## config.mk

```make
export PLATFORM = sky130hd
export DESIGN_NAME = id_stage_param
export DESIGN_NICKNAME = d
export VERILOG_FILES = /design/src/rtl/id_stage_param.sv
export SDC_FILE = /design/constraint.sdc
export NUM_CORES = 2
export LEC_CHECK = 0
export CORE_UTILIZATION = 50
export DETAILED_ROUTE_END_ITERATION = 8
export PLACE_DENSITY = 0.68
export SLEW_MARGIN = 20
export SYNTH_ARGS = -nofsm -noshare
export SYNTH_HDL_FRONTEND = slang
export SYNTH_SLANG_ARGS = --single-unit
```

## constraint.sdc

```tcl
create_clock -name clk -period 3.4 [get_ports clk]
set_clock_uncertainty 0.05 [all_clocks]
set_input_delay 0.34 -clock clk [delete_from_list [all_inputs] [get_ports clk]]
set_output_delay 0.34 -clock clk [all_outputs]
set_load 0.03 [all_outputs]
```

## src/rtl/id_stage_param.sv

```systemverilog
// Instruction-decode stage: register file, decoder, load-use hazard detection and ID/EX register.
// Optional macro ID_WB_BYPASS_EN forwards a same-cycle WB write onto the rs/rt operands.
module id_stage_param #(
    parameter int D_WIDTH    = 32,
    parameter int NUM_REGS   = 32,
    parameter int HAZARD_DET = 1
) (
    input  logic               clk,
    input  logic               reset,
    input  logic               in_valid,
    input  logic [31:0]        inst,
    input  logic [31:0]        pc4_in,
    output logic               in_ready,
    input  logic               ex_stall,
    input  logic               flush,
    input  logic               wb_we,
    input  logic [4:0]         wb_addr,
    input  logic [D_WIDTH-1:0] wb_data,
    output logic               out_valid,
    output logic [31:0]        pc4_out,
    output logic [5:0]         opcode_out,
    output logic [D_WIDTH-1:0] rs_val,
    output logic [D_WIDTH-1:0] rt_val,
    output logic [4:0]         rd_addr,
    output logic [D_WIDTH-1:0] imm_out,
    output logic               branch,
    output logic               mem_read,
    output logic               mem_to_reg,
    output logic               mem_write,
    output logic               halted,
    output logic               hazard_stall
);

    localparam logic [5:0] OP_ADD  = 6'h00, OP_ADDI = 6'h01, OP_SUB  = 6'h02, OP_SUBI = 6'h03;
    localparam logic [5:0] OP_MUL  = 6'h04, OP_MULI = 6'h05, OP_OR   = 6'h06, OP_ORI  = 6'h07;
    localparam logic [5:0] OP_AND  = 6'h08, OP_ANDI = 6'h09, OP_XOR  = 6'h0A, OP_XORI = 6'h0B;
    localparam logic [5:0] OP_LDW  = 6'h0C, OP_STW  = 6'h0D, OP_BZ   = 6'h0E, OP_BEQ  = 6'h0F;
    localparam logic [5:0] OP_JR   = 6'h10, OP_HALT = 6'h11;

    typedef struct packed {
        logic               valid;
        logic [31:0]        pc4;
        logic [5:0]         opcode;
        logic [D_WIDTH-1:0] rs_val;
        logic [D_WIDTH-1:0] rt_val;
        logic [4:0]         rd;
        logic [D_WIDTH-1:0] imm;
        logic               branch;
        logic               mem_read;
        logic               mem_to_reg;
        logic               mem_write;
    } idex_t;

    function automatic logic idx_legal(input logic [4:0] idx);
        return (idx != 5'd0) && ({27'd0, idx} < 32'(NUM_REGS));
    endfunction

    // Storage is sized for the full 5-bit index space; entries at or above NUM_REGS are never written.
    logic [D_WIDTH-1:0] regs_q [32];
    logic [D_WIDTH-1:0] regs_d [32];
    idex_t              idex_q, idex_d, dec;
    logic               halted_q, halted_d;

    logic [5:0]         op;
    logic [4:0]         rs_idx, rt_idx;
    logic               use_rs, use_rt, is_halt, wb_legal, accept;
    logic [D_WIDTH-1:0] rs_fetch, rt_fetch;

    assign op       = inst[31:26];
    assign rs_idx   = inst[25:21];
    assign rt_idx   = inst[20:16];
    assign wb_legal = wb_we && idx_legal(wb_addr);

    always_comb begin
        regs_d = regs_q;
        if (wb_legal) regs_d[wb_addr] = wb_data;
    end

    always_comb begin
        rs_fetch = '0;
        rt_fetch = '0;
        if (idx_legal(rs_idx)) rs_fetch = regs_q[rs_idx];
        if (idx_legal(rt_idx)) rt_fetch = regs_q[rt_idx];
`ifdef ID_WB_BYPASS_EN
        if (wb_legal && (wb_addr == rs_idx)) rs_fetch = wb_data;
        if (wb_legal && (wb_addr == rt_idx)) rt_fetch = wb_data;
`endif
    end

    always_comb begin
        dec     = '0;
        use_rs  = 1'b0;
        use_rt  = 1'b0;
        is_halt = 1'b0;
        dec.pc4    = pc4_in;
        dec.opcode = op;
        case (op)
            OP_ADD, OP_SUB, OP_MUL, OP_OR, OP_AND, OP_XOR: begin
                use_rs = 1'b1;
                use_rt = 1'b1;
                dec.rd = inst[15:11];
                dec.mem_to_reg = 1'b1;
            end
            OP_ADDI, OP_SUBI, OP_MULI, OP_ORI, OP_ANDI, OP_XORI, OP_LDW: begin
                use_rs = 1'b1;
                dec.rd = rt_idx;
                dec.imm = {{(D_WIDTH-16){inst[15]}}, inst[15:0]};
                dec.mem_to_reg = 1'b1;
                dec.mem_read = (op == OP_LDW);
            end
            OP_STW: begin
                use_rs = 1'b1;
                use_rt = 1'b1;
                dec.imm = {{(D_WIDTH-16){inst[15]}}, inst[15:0]};
                dec.mem_write = 1'b1;
            end
            OP_BZ, OP_BEQ: begin
                use_rs = 1'b1;
                use_rt = (op == OP_BEQ);
                dec.imm = {{(D_WIDTH-16){inst[15]}}, inst[15:0]};
                dec.branch = 1'b1;
            end
            OP_JR: begin
                use_rs = 1'b1;
                dec.branch = 1'b1;
            end
            OP_HALT: is_halt = 1'b1;
            default: ;
        endcase
        dec.rs_val = use_rs ? rs_fetch : '0;
        dec.rt_val = use_rt ? rt_fetch : '0;
    end

    always_comb begin
        hazard_stall = (HAZARD_DET != 0) && in_valid && idex_q.valid && idex_q.mem_read &&
                       (idex_q.rd != 5'd0) &&
                       ((use_rs && (rs_idx == idex_q.rd)) || (use_rt && (rt_idx == idex_q.rd)));
        in_ready = !ex_stall && !halted_q && !hazard_stall;
        accept   = in_valid && in_ready;
    end

    // Flush beats stall beats accept; anything else drains a bubble into EX.
    always_comb begin
        idex_d   = idex_q;
        halted_d = halted_q;
        if (flush) begin
            idex_d = '0;
        end else if (ex_stall) begin
            idex_d = idex_q;
        end else if (accept) begin
            idex_d       = dec;
            idex_d.valid = 1'b1;
            if (is_halt) halted_d = 1'b1;
        end else begin
            idex_d = '0;
        end
    end

    always_ff @(posedge clk or negedge reset) begin
        if (!reset) begin
            for (int i = 0; i < 32; i++) regs_q[i] <= '0;
            idex_q   <= '0;
            halted_q <= 1'b0;
        end else begin
            regs_q   <= regs_d;
            idex_q   <= idex_d;
            halted_q <= halted_d;
        end
    end

    assign out_valid  = idex_q.valid;
    assign pc4_out    = idex_q.pc4;
    assign opcode_out = idex_q.opcode;
    assign rs_val     = idex_q.rs_val;
    assign rt_val     = idex_q.rt_val;
    assign rd_addr    = idex_q.rd;
    assign imm_out    = idex_q.imm;
    assign branch     = idex_q.branch;
    assign mem_read   = idex_q.mem_read;
    assign mem_to_reg = idex_q.mem_to_reg;
    assign mem_write  = idex_q.mem_write;
    assign halted     = halted_q;

endmodule

```

### After elaboration in Yosys (flattened, before gate mapping)

Index checks and enable logic that the tools add are counted.

| storage, ports and cells | value |
|---|---|
| bits in registers | 1,169 |
| latch bits | 0 |
| RAM bits | 0 |
| ROM bits | 0 |
| input bits | 107 |
| output and inout port bits | 147 |
| logic and storage cells | 127 |
| memories kept | 0 |

| operators by class | value |
|---|---|
| $add $sub $neg | 0 |
| multipliers | 0 |
| div/mod/pow operators | 0 |
| $lt $le $gt $ge | 4 |
| eq/ne operators | 20 |
| shifts and indexed selects | 0 |
| muxes and demuxes | 25 |
| bitwise gates (word level) | 5 |
| reduce and logical (&&, ||, !) cells | 29 |

Operators with widths:

| operator | number |
|---|---|
| bitwise mux 1024 bit | 1 |
| two-way mux 144 bit | 3 |
| binary-select mux 32 bit (select 5 bit) | 2 |
| two-way mux 32 bit | 10 |
| demux 32 bit (select 5 bit) | 1 |
| equality test 6 x 4 -> 1 bit, second input constant | 8 |
| equality test 6 x 3 -> 1 bit, second input constant | 4 |
| nonzero test 5 bit | 4 |
| >= comparator 6 bit, second input constant | 3 |
| inverter 5 -> 6 bit | 3 |
| OR reduction 17 bit | 1 |
| OR reduction 7 bit | 2 |
| OR reduction 13 bit | 1 |
| equality test 6 x 2 -> 1 bit, second input constant | 2 |
| equality test 6 x 5 -> 1 bit, second input constant | 2 |
| logical AND 1 bit | 11 |
| equality test 5 bit | 2 |
| one-hot mux 5 bit (2 select lines) | 1 |
| OR reduction 10 bit | 1 |
| equality test 6 x 1 -> 1 bit, second input constant | 1 |
| zero test 6 bit | 1 |
| < comparator 6 x 1 -> 1 bit, second input constant | 1 |
| two-way mux 1 bit | 6 |
| OR reduction 6 bit | 1 |
| other kinds (8) | 11 |

### Longest topological paths before layout

| depth | value |
|---|---|
| depth in word-level cells | 12 |
| gate-level depth with buffers | 10 |
| depth with buffers taken out | 5 |

### Least setup slack after synthesis

OpenSTA, ideal clock, no wires.

| timing path | value |
|---|---|
| path kind | reg-to-output |
| from | reg idex_q, in the netlist rd_addr[1] |
| to | out in_ready |
| data arrival time | 2,398 ps |
| required time | 3,010 ps |
| setup slack | 612 ps |
| stages on the path, launching flop included | 6 |
| buffers on the path | 0 |
| path through | dfrtp_1 or4_1 o21ai_1 or4_4 nand2_1 nor3_1 |

| on the way | value |
|---|---|
| cells in the longest elaborated chain, start to end | 6 |
| elaborated cells on any way between the ends | 10 |
| classes of those cells | eq/ne (2); reduce/logical (8) |

RTL lines:

| item | RTL line | RTL |
|---|---|---|
| start: declaration | 61 | `idex_t idex_q, idex_d, dec;` |
| start signal: assignment | 166 | `idex_q <= idex_d;` |
| equality test 5 bit | 137 | `((use_rs && (rs_idx == idex_q.rd)) \|\| (use_rt && (rt_idx == idex_q.rd)));` |
| logical AND 1 bit | 137 |  |
| logical OR 1 bit | 137 |  |
| logical AND 1 bit * | 136 | `(idex_q.rd != 5'd0) &&` |
| named net hazard_stall | 31 | `output logic hazard_stall` |
| zero test 1 bit * | 138 | `in_ready = !ex_stall && !halted_q && !hazard_stall;` |
| logical AND 1 bit * | 138 |  |
| end: declaration | 13 | `output logic in_ready,` |

The timed path passes the listed nets; every way through them passes the cells marked *.

### Worst setup path in the final report

| timing path | value |
|---|---|
| from | reg idex_q, in the netlist rd_addr[1] |
| to | out hazard_stall |

| on the way | value |
|---|---|
| cells in the longest elaborated chain, start to end | 4 |
| elaborated cells on any way between the ends | 8 |
| classes of those cells | eq/ne (2); reduce/logical (6) |

RTL lines:

| item | RTL line |
|---|---|
| equality test 5 bit | 137 |
| logical AND 1 bit | 137 |
| logical OR 1 bit | 137 |
| logical AND 1 bit * | 136 |
| end: declaration | 31 |

Every way passes the cells marked *; elsewhere a longest branch is shown, timed or not.

==> results.json <==
{
  "status": "finished, final reports clean",
  "tns_ns": 0,
  "power.density_mw_per_mm2": 566,
  "avgSynthCellArea_um2": 14.1,
  "ys_warn_count": 0,
  "via_count": 40100,
  "drc": 0,
  "required_ns": 3.01,
  "max_slew_margin_pct": 23.8,
  "cap_violations": 0,
  "fp.dieH_um": 347,
  "synth.most_common_cell": "dfrtp_1",
  "clkSlewWorstSetupHoldPaths_ns": 0.07,
  "power.share.sequential_pct": 46.1,
  "ys_seq_area_share_pct": 48.6,
  "grt_pass1_wl_um": 283000,
  "dp_hpwl_um": 109000,
  "antenna_found_initial": 5,
  "numCtsBuffers": 120,
  "place_congestion": 0.836,
  "total_power_mw": 38.6,
  "hold_ws_ns": 0.171,
  "hold_class": "input port to asynchronous set/reset pin",
  "fill_cells": 9324,
  "cts_tree": "yes",
  "start_kind": "register",
  "dp_slack_ns": 0.323,
  "comb_power_share_pct": 18.6,
  "numPlacedInstances": 5713,
  "worst_pin_slew_ns": 1.14,
  "core-area_mm2": 0.118,
  "hold_viol_final": 0,
  "yosysTopAreaCell": "dfrtp_1",
  "postRouteAntennaNets": 0,
  "ir_drop_mv": 0.445,
  "multi_input_area_mm2": 0.0287,
  "die_w_um": 347,
  "min_period_ns": 3.32,
  "rows": 126,
  "path_max_fanout": 5,
  "fin_crit_sh_pct": 97.5,
  "ys.flop_type": "dfrtp_1",
  "p_leak_nw": 29.9,
  "top_register": "regs_q",
  "syn-instance-count": 4220,
  "grt_start_max_net_pins": 118,
  "syn_area_mm2": 0.0594,
  "clkLatencyLatePin_ns": 0.73,
  "layout.area.seq_mm2": 0.0289,
  "area_delta_synth_final_pct": 14.8,
  "cts-root-buf": "clkbuf_16",
  "worstSetupPathType": "register to primary output",
  "max_freq_mhz": 302,
  "wire_per_inst_um": 32.2,
  "ioPinCount": 254,
  "ys_ff_latch": 1153,
  "drtIter0Drc": 3948,
  "crit_arrival_ns": 2.93,
  "viasPerCell": 6.75,
  "clock-sinks": 1153,
  "finalSetupViolCount": 0,
  "netlist_top_cells_area": "dfrtp_1 (49%), mux2_2 (21%), mux4_2 (12%), mux2i_1 (5.4%), clkbuf_1 (1.8%)",
  "yosysUniqueCellTypes": 54,
  "switchingPower_mw": 10.3,
  "totalWireLength_um": 191000,
  "endpoint_kind": "primary output",
  "worst_slack_ns": 0.0846,
  "p_sw_share_pct": 26.8,
  "netlist_top_cells_count": "dfrtp_1 (1,153), mux2_2 (1,120), mux4_2 (322), mux2i_1 (318), clkbuf_1 (280)",
  "firstDrtPassIters": 5,
  "finalNetCount": 4407,
  "largest_reg_flops": 1024,
  "htreeDepth": 3,
  "intPower_mw": 28.2,
  "grt_use_total_pct": 31.8,
  "syn-num-nets": 4327,
  "synth_top_area_share_pct": 48.6,
  "grt_pass1_vias": 40800,
  "synth-edff-count": 0,
  "rsz0062_at_grt": "false",
  "final_cells": 5943,
  "synthArstFlopShare_pct": 100,
  "grt-ovfl-total": 0,
  "clkPwrFrac_pct": 35.2,
  "io_buffers": 253,
  "start_util_pct": 50.4,
  "dieArea_mm2": 0.120,
  "drive_above_1_share_pct": 43.1,
  "slew_violations": 0,
  "clk_path_buf_depth": 3
}
[worst max-delay path, cell delays in order, from the launching register on]
cell	delay, ns
dfrtp_1	0.45
or4_1	0.61
o21ai_1	0.27
or4_4	0.19
nand2_1	0.09
clkdlybuf4s50_1	0.61
[cell usage in the layout, fill, tap and decap left out, types with 9 or more instances in the layout]
cell and count:
clkbuf_16 124, mux4_2 322, clkbuf_8 41, clkbuf_1 27
a21oi_1 56, nor2_4 16, dfrtp_1 1153, a32o_1 65
o221ai_1 98, nand2_2 17, nor3_1 23, a211oi_1 19
a2111oi_0 9, mux2_2 1120, nand2_1 166, o21ai_0 61
nor2_1 20, buf_4 129, buf_12 58, a22o_1 67
mux2i_1 318, buf_2 9, o21ai_1 11, clkdlybuf4s50_1 234
a221o_1 47, o22ai_1 73, clkinv_2 21
[through the flow]
stage	util (%)	cell area, um2
after detailed placement	54.4	64100
final	57.8	68200
after global placement	54.4	64100
after CTS	57.8	68200
after global routing	57.8	68200
after floorplan	-	59400
[timing repair]
item | in CTS | in global routing
endpoints found under the hold margin | 61 | 0
buffers inserted | 0 | 0
setup endpoints to repair | 1 | 0
gates resized for setup | 1 | 0
hold buffers | 1 | 0
[cells by family after synthesis]
group           synth area share (%)
mux                             38.8
flops                           48.6
simple gates                    2.26
xor+xnor                       0.147
compound gates                  6.68
buf+inv                         3.55
[area by class of cell]
class,count,area share (%)
tap,1536,2.82
clock buffer,192,5.53
clock inverter,33,0.470
multi-input combinational,2582,42.0
inverter,4,0.0220
antenna,4,0.0147
sequential,1153,42.3
timing repair buffer,439,6.80
[routing by layer]
layer / up-vias / GRT usage [%] / part of all wire [%]
met5: - / 0 / 0.015
met1: 21600 / 44.9 / 42
met2: 1850 / 49.1 / 46
li1: 16300 / - / -
met3: 402 / 6.09 / 8.1
met4: 4 / 11.7 / 3.6
[power by group through the flow]
stage / Clock (mW) / Sequential, mW / Combinational (mW)
after floorplan: 0 / 17.5 / 5.37
after global placement: 0 / 17.8 / 6.98
after detailed placement: 0 / 17.9 / 7.16
after CTS: 13.8 / 17.7 / 7.19
after global routing: 14.3 / 18.1 / 7.70
final: 13.6 / 17.8 / 7.19
[final timing paths]
path,to,cells past startpoint,slack [ns],start
setup reg to reg,pc4_out[11],6,0.38,rd_addr[1]
max in group asynchronous,regs_q[883],3,2.06,reset
hold reg to reg,regs_q[1016],0,0.35,regs_q[1016]
hold / removal,regs_q[231],2,0.17,reset
setup / recovery,hazard_stall,5,0.08,rd_addr[1]
min in group clk,pc4_out[0],2,0.18,pc4_in[0]
(Power assumes the default switching activity.)
